<file path="src/rtl/counter_scheduler.sv">
// Round-robin scheduler sharing one loadable up-counter as a delay timer among NREQ requesters.
// Optional abort-on-request-drop behaviour is enabled by defining CNT_SCHED_ABORT_EN.
module counter_scheduler #(
    parameter int WIDTH = 3,
    parameter int NREQ  = 4
) (
    input  logic                  i_clk,
    input  logic                  i_rst,
    input  logic [NREQ-1:0]       i_req,
    input  logic [NREQ*WIDTH-1:0] i_dly,
    output logic [NREQ-1:0]       o_grant,
    output logic [NREQ-1:0]       o_done,
    output logic                  o_busy,
    output logic                  o_cnt_load,
    output logic                  o_cnt_en,
    output logic [WIDTH-1:0]      o_cnt_in,
    input  logic                  i_cnt_co
);
    localparam int IW = (NREQ > 1) ? $clog2(NREQ) : 1;

    localparam logic [1:0] S_IDLE = 2'd0;
    localparam logic [1:0] S_LOAD = 2'd1;
    localparam logic [1:0] S_RUN  = 2'd2;
    localparam logic [1:0] S_DONE = 2'd3;

    localparam logic [IW-1:0] LAST_RST = IW'(NREQ - 1);

    logic [1:0]       r_state;
    logic [IW-1:0]    r_owner;
    logic [IW-1:0]    r_last;
    logic [WIDTH-1:0] r_code;

    logic             w_found;
    logic [IW-1:0]    w_win;
    logic [IW-1:0]    w_idx;
    logic [WIDTH-1:0] w_code;
    logic [NREQ-1:0]  w_own_oh;

    // Search begins one past the last owner, so the previous owner is tried last.
    always_comb begin
        w_found = 1'b0;
        w_win   = '0;
        w_idx   = '0;
        for (int unsigned k = 1; k <= NREQ; k++) begin
            w_idx = IW'((32'(r_last) + k) % NREQ);
            if (!w_found && i_req[w_idx]) begin
                w_found = 1'b1;
                w_win   = w_idx;
            end
        end
    end

    always_comb begin
        w_code = '0;
        for (int unsigned i = 0; i < NREQ; i++) begin
            if (w_win == IW'(i)) begin
                w_code = i_dly[i*WIDTH +: WIDTH];
            end
        end
    end

    always_comb begin
        w_own_oh = '0;
        for (int unsigned i = 0; i < NREQ; i++) begin
            w_own_oh[i] = (r_owner == IW'(i));
        end
    end

`ifdef CNT_SCHED_ABORT_EN
    logic w_own_req;
    assign w_own_req = |(i_req & w_own_oh);
`endif

    always_ff @(posedge i_clk) begin
        if (i_rst) begin
            r_state <= S_IDLE;
            r_owner <= '0;
            r_code  <= '0;
            r_last  <= LAST_RST;
        end else begin
            case (r_state)
                S_IDLE: begin
                    if (w_found) begin
                        r_owner <= w_win;
                        r_code  <= w_code;
                        r_state <= S_LOAD;
                    end
                end
                S_LOAD: begin
`ifdef CNT_SCHED_ABORT_EN
                    if (!w_own_req) begin
                        r_state <= S_IDLE;
                        r_last  <= r_owner;
                    end else begin
                        r_state <= S_RUN;
                    end
`else
                    r_state <= S_RUN;
`endif
                end
                S_RUN: begin
`ifdef CNT_SCHED_ABORT_EN
                    if (!w_own_req) begin
                        r_state <= S_IDLE;
                        r_last  <= r_owner;
                    end else if (i_cnt_co) begin
                        r_state <= S_DONE;
                    end
`else
                    if (i_cnt_co) begin
                        r_state <= S_DONE;
                    end
`endif
                end
                S_DONE: begin
                    r_last  <= r_owner;
                    r_state <= S_IDLE;
                end
                default: r_state <= S_IDLE;
            endcase
        end
    end

    // Loading the inverted code leaves exactly code increments to all-ones.
    always_comb begin
        o_busy     = (r_state != S_IDLE);
        o_grant    = o_busy ? w_own_oh : '0;
        o_done     = (r_state == S_DONE) ? w_own_oh : '0;
        o_cnt_load = (r_state == S_LOAD);
        o_cnt_en   = (r_state == S_RUN);
        o_cnt_in   = (r_state == S_LOAD) ? ~r_code : '0;
    end

endmodule

</file>
<file path="config.mk">
export PLATFORM = sky130hd
export DESIGN_NAME = counter_scheduler
export DESIGN_NICKNAME = d
export VERILOG_FILES = /design/src/rtl/counter_scheduler.sv
export SDC_FILE = /design/constraint.sdc
export NUM_CORES = 1
export LEC_CHECK = 0
export ABC_AREA = 1
export ABC_CLOCK_PERIOD_IN_PS = 2800
export CAP_MARGIN = 25
export CORE_MARGIN = 3
export CORE_UTILIZATION = 50
export CTS_BUF_LIST = sky130_fd_sc_hd__clkbuf_16
export DETAILED_ROUTE_END_ITERATION = 8
export DONT_BUFFER_PORTS = 1
export PLACE_DENSITY = 0.77
export SYNTH_ARGS = -nofsm -noshare
export SYNTH_HDL_FRONTEND = slang
export SYNTH_SLANG_ARGS = --single-unit
</file>
<file path="constraint.sdc">
create_clock -name i_clk -period 2.8 [get_ports i_clk]
set_input_delay 0.28 -clock i_clk [delete_from_list [all_inputs] [get_ports i_clk]]
set_output_delay 0.28 -clock i_clk [all_outputs]
set_load 0.01 [all_outputs]
</file>
==> flow_summary.yaml <==
clock_network:
  cts_inserted_buffers: 3
  ctsLongestPathBuffers: 2
  cts.repair.resized: 0
  h-tree-depth: 1
  clock-root-buffer: "clkbuf_16"
  post_cts_hold_buffer_count: 0
  clk_pin_slew_worst_paths_ns: 0.04
  clock_sinks: 9
  worst_skew_pair.late_latency_ns: 0.23
  cts_tree: "done"
  postCtsSetupRepairBufs: 0
final_layout:
  areaGrowthSynthToFinish_pct: 10.8
  num_antenna_cells: 0
  postLayoutCoreUtil_pct: 62.6
  final_non_filler_cell_total: 169
  final_area_um2: 998
  layout_common_cells: "nand2_1, inv_1, nand3_1"
  drive_gt1_share_pct: 19.3
  fillers: 146
  layout.nets: 170
  most_common_cell_after_layout_fill_and_taps_aside: "nand2_1"
setup_path:
  rrSetupSlack_ns: 0.73
  cells_on_worst_reg2reg_path: 15
  worst_ep_arrival_time_ns: 2.19
  crit_start: "r_last[0]$_SDFFE_PP1P_"
  worstSetupStartpointType: "flip-flop"
  rr_startpoint: "r_last[0]$_SDFFE_PP1P_"
  cp_max_fo: 11
  critical_path.reg2reg.endpoint: "r_code[1]$_SDFFE_PP0P_"
  worstSetupEndpointType: "flip-flop"
  timing_worst_setup_path_type: "reg2reg"
  critical_path_required_ns: 2.92
  critPathCapture: "r_code[1]$_SDFFE_PP0P_"
floorplanning:
  die_area_mm2: 0.00235
  initial_standard_cell_utilization_of_the_core_pct: 56.5
  die_width_um: 48.4
  std_cell_rows: 14
  io-pin-count: 33
  fp.coreArea_mm2: 0.00159
  die_h_um: 48.4
sta:
  rsz_0062_raised_after_global_routing: "false"
  final.setup.tns_ns: 0
  worst_pin_slew_ns: 0.447
  period_minus_slack_ns: 2.07
  final-max-slew-violation-count: 0
  setup_slack_ns: 0.734
  setup_viol: 0
  final.period_utilization_pct: 73.8
  slew_headroom_pct: 70.1
  hold_viol_final: 0
  clock.fmax_mhz: 484
  timing.clock.skew_ns: 0.000161
  whs_ns: 0.114
logic_synthesis:
  synth_sequential_area_ratio_pct: 20.0
  synth-warning-count: 0
  post_synth_num_cell_types: 24
  syn-instance-count: 142
  synth.ff_latch_count: 9
  mappedNetlistNets: 166
  mapped_cell_area_um2: 901
  synth_area_per_cell_um2: 6.34
min_path:
  worstHoldPathType: "in2reg"
  hold_path.startpoint: "i_rst"
detailed_routing:
  finalWirelength_um: 1920
  detail_route.iter0.violations: 22
  route.detailed.wl_per_inst_um: 11.4
  antenna_left: 0
  drt_pre_antenna_iters: 4
  drt_drc_violations_left: 0
  routed_via_density: 5.20
  total_via_count_in_the_routed_design: 879
global_route:
  grt_overflow_total: 0
  number_of_antenna_violations_at_the_first_check_in_global_routing: 0
  track_usage_pct: 18.1
  grt_start_max_net_pins: 12
  grt_pass1_wl_um: 3510
  grt_pass1_vias: 820
power:
  power.density_cell_area_mw_per_mm2: 1120
  total_leakage_power_nw: 0.518
  ir_drop_uv: 861
  p_total_mw: 1.12
status:
  outcome: "finished clean"
placement:
  post-place-ws_ns: 0.735
  post_dp_cell_area_um2: 920
  port-buffer-count: 0
  gp_routability_congestion: 0.728
  dpl.hpwl_um: 1550
  placedCellCount: 165
run:
  max_cap_viol_count: 0
-- state kept, by name, indices dropped and copies added, names as in the netlist --
| register | count |
|---|---|
| r_code | 3 |
| r_last | 2 |
| r_state | 2 |
| r_owner | 2 |
-- worst min-delay path by stage --
stage	to	slack, ns	cells after the start
2_1_floorplan	r_code[0]$_SDFFE_PP0P_	0.35	1
3_3_place_gp	r_code[2]$_SDFFE_PP0P_	0.35	1
3_5_place_dp	r_code[1]$_SDFFE_PP0P_	0.36	1
4_1_cts	r_code[0]$_SDFFE_PP0P_	0.11	1
5_1_grt	r_code[1]$_SDFFE_PP0P_	0.11	1
6_report	r_code[1]$_SDFFE_PP0P_	0.11	1
-- Yosys cell counts (all sizes together) --
cell / count / area share, %
inv: 22 / 9.2
nand2: 48 / 25
o21bai: 2 / 1.7
o31ai: 1 / 0.83
buf: 1 / 1.2
nand4: 2 / 1.4
ha: 5 / 6.9
o21ai: 6 / 4.2
o211ai: 2 / 1.7
nor3: 4 / 2.2
nor3b: 1 / 0.83
a21oi: 9 / 6.3
nand3: 14 / 8.3
nand3b: 4 / 3.3
nor2: 12 / 6.9
dfxtp: 9 / 20
-- worst max-delay path, stage by stage (launching register included) --
cell and delay (ns):
dfxtp_1 0.59, inv_2 0.17, nand2_1 0.12, nand2_1 0.07, nand2_1 0.08, nand2_1 0.09, nor2_4 0.15, nand2_4 0.07
nor2_1 0.15, inv_2 0.05, nand2_2 0.11, inv_2 0.07, nand2_1 0.08, inv_2 0.03, nand2_1 0.06, a21oi_1 0.06
-- power by group --
group	switching, mW	internal [mW]	total, mW
combinational	0.423	0.216	0.639
sequential	0.0554	0.181	0.236
clock	0.0605	0.186	0.247
total	0.539	0.584	1.12
-- kinds of logic (layout without fill, tap and decap cells) --
family                     after synthesis  in the layout  synth area share, %
and+or+nand+nor                         85             85                 48.1
adders and majority gates                5              5                 6.94
AOI/OAI and AO/OA                       20             20                 14.6
DFF                                      9              9                 20.0
buffers and inverters                   23             26                 10.4
-- metal layers --
layer / vias up / GRT usage [%] / part of all wire (%) / wire, µm
li1: 464 / - / - / -
met1: 385 / 24.2 / 48 / 926
met2: 30 / 28.9 / 45 / 860
met3: 0 / 6.13 / 7.0 / 134
met4: 0 / 2.84 / 0 / 0
met5: - / 0 / 0 / 0
-- layout make-up --
type	instances	area (µm²)	area share [%]
sequential	9	180	18.0
multi-input combinational	110	627	62.8
tap	24	30.0	3.01
clock buffer	3	75.1	7.52
inverter	22	82.6	8.27
clock inverter	1	3.75	0.376
Power figures use the tool's default switching activity.
